<file path="config.mk">
export PLATFORM = sky130hd
export DESIGN_NAME = aud_player
export DESIGN_NICKNAME = d
export VERILOG_FILES = /design/src/rtl/aud_player.sv
export SDC_FILE = /design/constraint.sdc
export NUM_CORES = 1
export LEC_CHECK = 0
export ABC_AREA = 1
export ABC_CLOCK_PERIOD_IN_PS = 1340
export BUFFER_PORTS_ARGS = -buffer_cell sky130_fd_sc_hd__clkbuf_2
export CAP_MARGIN = 0
export CORE_UTILIZATION = 53
export CTS_CLUSTER_DIAMETER = 50
export DETAILED_ROUTE_END_ITERATION = 6
export PLACE_DENSITY = 0.82
export SLEW_MARGIN = 10
export SYNTH_ARGS = -nofsm -noshare
export SYNTH_HDL_FRONTEND = slang
export SYNTH_SLANG_ARGS = --single-unit
</file>
<file path="constraint.sdc">
create_clock -name i_clk -period 1.34 [get_ports i_clk]
set_input_delay 0.402 -clock i_clk [delete_from_list [all_inputs] [get_ports i_clk]]
set_output_delay 0.402 -clock i_clk [all_outputs]
set_load 0.05 [all_outputs]
</file>
<file path="src/rtl/aud_player.sv">
// I2S DAC serialiser for the WM8731: buffers one sample through a valid/ready
// handshake and shifts it MSB-first on DACDAT, replaying it on both LRC halves.
module aud_player #(
  parameter int DATA_W = 16
) (
  input  logic              i_clk,
  input  logic              i_rst_n,
  input  logic              i_lrc,
  input  logic              i_en,
  input  logic [DATA_W-1:0] i_dac_data,
  input  logic              i_dac_valid,
  output logic              o_dac_ready,
  output logic              o_aud_dacdat,
  output logic              o_underrun,
  output logic              o_busy
);

  localparam int CNT_W = $clog2(DATA_W + 1);

  typedef enum logic [1:0] {
    S_IDLE  = 2'd0,
    S_WAIT  = 2'd1,
    S_SHIFT = 2'd2,
    S_HOLD  = 2'd3
  } state_t;

  state_t             state_q, state_d;
  logic               lrc_q;
  logic [DATA_W-1:0]  buf_q, buf_d;
  logic               buf_full_q, buf_full_d;
  logic [DATA_W-1:0]  shift_q, shift_d;
  logic [DATA_W-1:0]  copy_q, copy_d;
  logic [CNT_W-1:0]   bit_cnt_q, bit_cnt_d;
  logic               dacdat_q, dacdat_d;
  logic               underrun_q, underrun_d;
  logic               busy_q, busy_d;
  logic               ready_q, ready_d;
  logic               lrc_fall, lrc_rise, consume;
  logic [DATA_W-1:0]  load_src;

  assign lrc_fall = lrc_q & ~i_lrc;
  assign lrc_rise = ~lrc_q & i_lrc;
  assign load_src = buf_full_q ? buf_q : {DATA_W{1'b0}};

  // Next-state logic: LRC edge handling, bit serialisation and the one-entry buffer.
  always_comb begin
    state_d    = state_q;
    buf_d      = buf_q;
    buf_full_d = buf_full_q;
    shift_d    = shift_q;
    copy_d     = copy_q;
    bit_cnt_d  = bit_cnt_q;
    dacdat_d   = dacdat_q;
    underrun_d = 1'b0;
    consume    = 1'b0;

    if (!i_en) begin
      state_d  = S_IDLE;
      dacdat_d = 1'b0;
    end else if (lrc_fall && (state_q != S_IDLE)) begin
      // Left channel always starts a new word, taking a zero word if none is buffered
      copy_d     = load_src;
      shift_d    = {load_src[DATA_W-2:0], 1'b0};
      dacdat_d   = load_src[DATA_W-1];
      underrun_d = ~buf_full_q;
      consume    = buf_full_q;
      bit_cnt_d  = CNT_W'(1);
      state_d    = S_SHIFT;
    end else begin
      case (state_q)
        S_IDLE: begin
          state_d  = S_WAIT;
          dacdat_d = 1'b0;
        end
        S_WAIT: begin
          dacdat_d = 1'b0;
        end
        S_SHIFT, S_HOLD: begin
          if (lrc_rise) begin
            shift_d   = {copy_q[DATA_W-2:0], 1'b0};
            dacdat_d  = copy_q[DATA_W-1];
            bit_cnt_d = CNT_W'(1);
            state_d   = S_SHIFT;
          end else if (state_q == S_HOLD) begin
            dacdat_d = 1'b0;
          end else if (bit_cnt_q == CNT_W'(DATA_W)) begin
            dacdat_d = 1'b0;
            state_d  = S_HOLD;
          end else begin
            dacdat_d  = shift_q[DATA_W-1];
            shift_d   = {shift_q[DATA_W-2:0], 1'b0};
            bit_cnt_d = bit_cnt_q + CNT_W'(1);
          end
        end
        default: begin
          state_d  = S_IDLE;
          dacdat_d = 1'b0;
        end
      endcase
    end

    // Load and consume are exclusive: load needs an empty buffer, consume a full one
    if (consume) begin
      buf_full_d = 1'b0;
    end else if (i_dac_valid && ready_q) begin
      buf_d      = i_dac_data;
      buf_full_d = 1'b1;
    end else begin
      buf_full_d = buf_full_q;
    end

    ready_d = ~buf_full_d;
    busy_d  = (state_d == S_SHIFT);
  end

  // State and output registers with synchronous active-low reset.
  always_ff @(posedge i_clk) begin
    if (!i_rst_n) begin
      state_q    <= S_IDLE;
      lrc_q      <= 1'b0;
      buf_q      <= {DATA_W{1'b0}};
      buf_full_q <= 1'b0;
      shift_q    <= {DATA_W{1'b0}};
      copy_q     <= {DATA_W{1'b0}};
      bit_cnt_q  <= {CNT_W{1'b0}};
      dacdat_q   <= 1'b0;
      underrun_q <= 1'b0;
      busy_q     <= 1'b0;
      ready_q    <= 1'b1;
    end else begin
      state_q    <= state_d;
      lrc_q      <= i_lrc;
      buf_q      <= buf_d;
      buf_full_q <= buf_full_d;
      shift_q    <= shift_d;
      copy_q     <= copy_d;
      bit_cnt_q  <= bit_cnt_d;
      dacdat_q   <= dacdat_d;
      underrun_q <= underrun_d;
      busy_q     <= busy_d;
      ready_q    <= ready_d;
    end
  end

  assign o_dac_ready  = ready_q;
  assign o_aud_dacdat = dacdat_q;
  assign o_underrun   = underrun_q;
  assign o_busy       = busy_q;

endmodule
</file>
==> results.toml, run 1 <==
[clock_tree]
clkLatencyLatePin_ps = 350
hold_buffers = 0
cts-htree-levels = 3
numCtsBuffers = 9
tritoncts = "done"
ctsRootBufferMaster = "clkbuf_8"
cts_sinks = 60
clk_pin_slew_worst_paths_ps = 80
clockBufferDepth = 2

[outcome]
status = "finished with violations"
violations = "setup timing"

[drt]
first_pass_iters = 6
vias = 2790
ant_nets = 0
drt_iter0_markers = 179
drc = 0
avgRoutedWirePerCell_um = 13.7
viasPerCell = 5.34
totalWireLength_um = 7140

[synth]
ys_ff_latch = 60
ys_seq_area_share_pct = 42.8
netlist_instances = 400
post_synth_num_cell_types = 27
ys_warn_count = 0
syn-cell-area_sq_um = 2810
syn_nets = 423
avgSynthCellArea_sq_um = 7.02

[power_and_ir_drop]
powerDensity_nw_per_um2 = 1150
p_leak_nw = 1.62
p_comb_share_pct = 10.8
switchingPower_mw = 1.12
ir_drop_uv = 927
p_int_mw = 3.08
sequentialPowerShare_pct = 45.2
p_clk_share_pct = 44.0
switching_share_pct = 26.6

[floorplan]
die_area_sq_um = 5590
die_w_um = 74.8
initial_core_util_pct = 54.9
core_sq_um = 5110
io-pin-count = 25
fp.dieH_um = 74.8
placementRows = 26

[timing]
post-route-min-period_ps = 1460
rsz0062_at_grt = "true"
drv_slew = 0
fmax_ghz = 0.684
setup-tns-final_ps = -1390
fin_crit_sh_pct = 109
worst_slew_pin_slew_ps = 352
finalHoldViolCount = 0
slew_headroom_pct = 76.3
fin_ws_ps = -123
fin_skew_ps = 10.5
setup_viol = 18

[layout]
mostFrequentLayoutCell = "nand2_1"
area_growth_pct = 30.5
final.fill_count = 353
drive_gt1_share_pct = 33.0
nNetsFinal = 470
layoutNonFillerInstCount = 522
diodes = 0
final_cell_mix = "nand2_1 (64), nor2_1 (55), dfxtp_1 (55)"
final_area_sq_um = 3660

[setup_path]
r2r-end = "shift_q[11]"
start_kind = "flop"
critical_path_class = "flop to flop"
reg2reg_from = "bit_cnt_q[0]"
arrival_ps = 1740
critPathCaptureType = "flop"
critPathRequiredTime_ps = 1620
r2r_cells = 12
timing.reg2reg.setup_slack_ps = -120
cp_max_fo = 7

[place]
placed_area_sq_um = 3130
dp_slack_ps = -241
place_inst = 498
dpl.hpwl_um = 4100
place.gp.congestion = 0.797
port_buffers = 24

[global_routing]
antenna_found_initial = 0
grt_remaining_overflow = 0
grt_first_pass_wirelength_um = 10600
grt_max_degree = 39
grt_pass1_vias = 2331
globalRouteTotalUtil_pct = 25.4

[hold_path]
hold_end = "buf_q[11]"
min_path_cells = 3
worstHoldStart = "i_dac_data[11]"
hp-class = "primary input to flop"

[run]
maxCapViolCount = 0
[how the worst max path moves through the flow]
stage / startpoint / end / slack, ps
finish: bit_cnt_q[0] / shift_q[11] / -120
global route: bit_cnt_q[0] / shift_q[11] / -180
CTS: bit_cnt_q[0] / shift_q[6] / -50
detailed placement: i_lrc / shift_q[6] / -240
global placement: i_lrc / shift_q[2] / -140
floorplan: o_dac_ready / buf_q[10] / 4
[power by group through the flow]
stage | Sequential [mW] | Combinational (mW) | Clock [mW]
after CTS | 1.89 | 0.421 | 1.84
after global placement | 1.93 | 0.382 | 0
after floorplan | 1.93 | 0.258 | 0
after global routing | 1.90 | 0.496 | 1.92
final | 1.90 | 0.453 | 1.85
after detailed placement | 1.93 | 0.394 | 0
[cells in the mapped netlist]
cell type  number  area share, %
o21ai_0        40            7.1
nor3_1          3           0.53
nand2_1        81             11
dfxtp_1        60             43
o211ai_1        2           0.53
ha_1            2           0.89
clkbuf_1        6           0.80
o21ai_1         4           0.71
nand2_4         4            1.6
clkbuf_4        1           0.27
clkinv_1        1           0.13
inv_2           5           0.67
or2_2           1           0.22
a21oi_4         1           0.58
inv_1          30            4.0
nor2_4          3            1.2
a21oi_2         1           0.31
nor2_1         78             10
buf_6           6            2.4
nand2_2         5            1.1
nand3_1        32            5.7
buf_4           5            1.3
nor2_2          1           0.22
buf_2           4           0.71
xor2_1          2           0.62
o21a_1          3           0.80
a21oi_1        19            3.4
[area by class of cell]
cell class	count	area [sq um]	area share, %
multi-input cells	282	1480	40.4
flip-flops and latches	60	1210	33.0
repair buffers	58	528	14.4
inverters	36	138	3.76
clock buffers	9	124	3.38
clock inverters	7	98.8	2.70
well taps	70	87.6	2.39
[sequential cells by signal (all words and copies together), names as in the netlist]
register      count
bit_cnt_q         5
buf_full_q        1
buf_q            16
copy_q           16
lrc_q             1
o_aud_dacdat      1
o_busy            1
o_dac_ready       1
o_underrun        1
shift_q          15
state_q           2
[logic make-up after synthesis]
group | share of synthesized area [%]
AOI/OAI and AO/OA | 13.5
xor gates and xnor gates | 0.624
adders and majority gates | 0.892
buffers and inverters | 10.3
DFF | 42.8
and+or+nand+nor | 31.9
[metrics by stage]
step           utilization, %  power, mW  hold slack [ps]
6_report                 71.7       4.20              291
5_1_grt                  71.7       4.32              315
4_1_cts                  68.8       4.16              293
3_5_place_dp             61.3       2.33              453
3_3_place_gp             61.3       2.31              444
2_1_floorplan               -       2.19              440
[metal layers]
layer	share of wire, %	track usage (%)	up-vias
li1	-	-	1358
met1	40	33.1	1290
met2	50	39.5	124
met3	7.0	5.76	18
met4	2.1	13.4	0
met5	0	0	-
[what timing repair did]
item,CTS,global route
endpoints found under the setup margin,22,55
gates resized for setup,31,42
gates cloned,2,1
buffers inserted,3,3
pin swaps,5,12
[critical path: stages, from the launching register on]
cell     delay [ps]
dfxtp_2         340
inv_2            50
ha_4            150
nand2_2          60
inv_2            30
nand2_2          70
nand2_2          80
nand2_4         110
nand2_8         100
buf_16          160
nand2_1          50
nand2_1          60
nor2_1          120
(Power assumes the default switching activity.)
==> run 2, diff against run 1 <==
--- a/config.mk
+++ b/config.mk
@@ -6,13 +6,13 @@
 export NUM_CORES = 1
 export LEC_CHECK = 0
 export ABC_AREA = 1
-export ABC_CLOCK_PERIOD_IN_PS = 1340
+export ABC_CLOCK_PERIOD_IN_PS = 1350
 export BUFFER_PORTS_ARGS = -buffer_cell sky130_fd_sc_hd__clkbuf_2
 export CAP_MARGIN = 0
-export CORE_UTILIZATION = 53
+export CORE_UTILIZATION = 59
 export CTS_CLUSTER_DIAMETER = 50
 export DETAILED_ROUTE_END_ITERATION = 6
-export PLACE_DENSITY = 0.82
+export PLACE_DENSITY = 0.86
 export SLEW_MARGIN = 10
 export SYNTH_ARGS = -nofsm -noshare
 export SYNTH_HDL_FRONTEND = slang
==> constraint.sdc (replaced) <==
create_clock -name i_clk -period 1.35 [get_ports i_clk]
set_input_delay 0.405 -clock i_clk [delete_from_list [all_inputs] [get_ports i_clk]]
set_output_delay 0.405 -clock i_clk [all_outputs]
set_load 0.05 [all_outputs]
==> run 2 against run 1 <==
Compared with the run above: the run ends with DRC, setup timing left; sequential power is essentially flat; via count up 1.4%; worst setup slack lost 27 ps; total power down 5.4%; clock skew shrank 5.1 ps; critical path type unchanged; largest cell class unchanged.
==> results.toml, run 2 (synthesized netlist as in run 1, its figures left out) <==
[hold_path]
hold_end = "buf_q[8]"
hp-class = "primary input to flop"
worstHoldStart = "i_dac_data[8]"
min_path_cells = 3

[timing]
setup_viol = 21
finalHoldViolCount = 0
fin_ws_ps = -149
fin_crit_sh_pct = 111
whs_ps = 294
rsz0062_at_grt = "true"
setup-tns-final_ps = -1330
slew_headroom_pct = 70.9
fmax_ghz = 0.667
worst_slew_pin_slew_ps = 432
drv_slew = 0
fin_skew_ps = 5.41
post-route-min-period_ps = 1500

[setup_path]
critical_path_class = "flop to flop"
cp_max_fo = 7
worst_path_largest_cell_delay_ps = 340
r2r-end = "shift_q[13]"
crit_top_cell = "nand2_2"
critPathRequiredTime_ps = 1630
arrival_ps = 1780
crit_chain = "inv_2 > ha_4 > nand2_2 > inv_2 > nand2_2 > nand2_2 > nand2_4 > nand2_8 > clkbuf_16 > nand2_1 > nand2_1 > nor2_1"
reg2reg_from = "bit_cnt_q[0]"
crit_path_top_delay_cell = "dfxtp_2"
start_kind = "flop"
timing.reg2reg.setup_slack_ps = -150
critPathCaptureType = "flop"
r2r_cells = 12

[place]
place_inst = 480
place.gp.congestion = 0.796
dpl.hpwl_um = 4080
dp_slack_ps = -210
port_buffers = 24

[floorplan]
core_sq_um = 4470
die_w_um = 71.0
placementRows = 24
fp.dieH_um = 71.0
initial_core_util_pct = 62.7
io-pin-count = 25
die_area_sq_um = 5040

[power_and_ir_drop]
p_leak_nw = 1.64
p_total_mw = 3.97
powerDensity_nw_per_um2 = 1090
ir_drop_uv = 1050

[drt]
drc = 3
viasPerCell = 5.55
drt_iter0_markers = 303
vias = 2829
ant_nets = 0
first_pass_iters = 7
totalWireLength_um = 7260
avgRoutedWirePerCell_um = 14.2

[clock_tree]
clockBufferDepth = 2
numCtsBuffers = 9
cts-htree-levels = 3
clkLatencyLatePin_ps = 350
ctsRootBufferMaster = "clkbuf_8"
cts_sinks = 60
clk_pin_slew_worst_paths_ps = 70
tritoncts = "done"

[global_routing]
grt_first_pass_wirelength_um = 11300
grt_remaining_overflow = 0
grt_pass1_vias = 2465
globalRouteTotalUtil_pct = 28.9
grt_max_degree = 39
antenna_found_initial = 0

[layout]
mostFrequentLayoutCell = "nand2_1"
final_cell_mix = "nand2_1 (67), nor2_1 (60), dfxtp_1 (55)"
nNetsFinal = 476
area_growth_pct = 29.8
layoutNonFillerInstCount = 510
drive_gt1_share_pct = 31.2
diodes = 0
largestRegisters = "buf_q (16), copy_q (16), shift_q (15)"

[outcome]
status = "finished with violations"
violations = "DRC, setup timing"

[run]
maxCapViolCount = 0
[run 2: worst max-delay path by stage]
stage | from | endpoint | slack (ps) | cells after the start
2_1_floorplan | bit_cnt_q[0] | shift_q[10] | 10 | 11
3_3_place_gp | i_lrc | copy_q[2] | -160 | 9
3_5_place_dp | i_lrc | copy_q[15] | -210 | 9
4_1_cts | bit_cnt_q[0] | shift_q[6] | -30 | 12
5_1_grt | bit_cnt_q[0] | shift_q[13] | -220 | 12
6_report | bit_cnt_q[0] | shift_q[13] | -150 | 12
[run 2: critical path, delay by kind of cell, from the launching register on]
kind                     cells  cell delay (ps)
adder cells (fa/ha/maj)      1              150
buffers and inverters        3              270
flip-flops                   1              340
AND/OR/NAND/NOR              8              650
[run 2: metal layers]
layer,GRT usage [%],wire (um)
met1,36.4,3060
met2,47.5,3460
met3,5.13,521
met4,15.3,216
met5,0,0
[run 2: metrics by stage]
step	utilization (%)	cell area, sq um
finish	81.4	3640
global route	81.4	3640
CTS	78.6	3520
detailed placement	69.5	3110
global placement	69.5	3110
floorplan	-	2810
[run 2: what timing repair did]
| action | in CTS | in global routing |
|---|---|---|
| cloned | 2 | 1 |
| setup endpoints to repair | 21 | 51 |
| buffers inserted | 9 | 2 |
| hold endpoints to repair | 0 | 0 |
| hold buffers | 0 | 0 |
| pin swaps | 11 | 10 |
| gates resized for setup | 30 | 31 |
[run 2: cell type report]
class                      instances  area [sq um]
fill                             252           832
clock buffer                       9           124
sequential                        60          1210
tap                               52          65.1
inverter                          36           138
timing repair buffer              64           563
clock inverter                     7          75.1
multi-input combinational        282          1470
[run 2: report_power, final]
group	switching [mW]	internal (mW)	total [mW]
Clock	0.776	0.860	1.64
Combinational	0.268	0.181	0.448
Sequential	0.0548	1.83	1.89
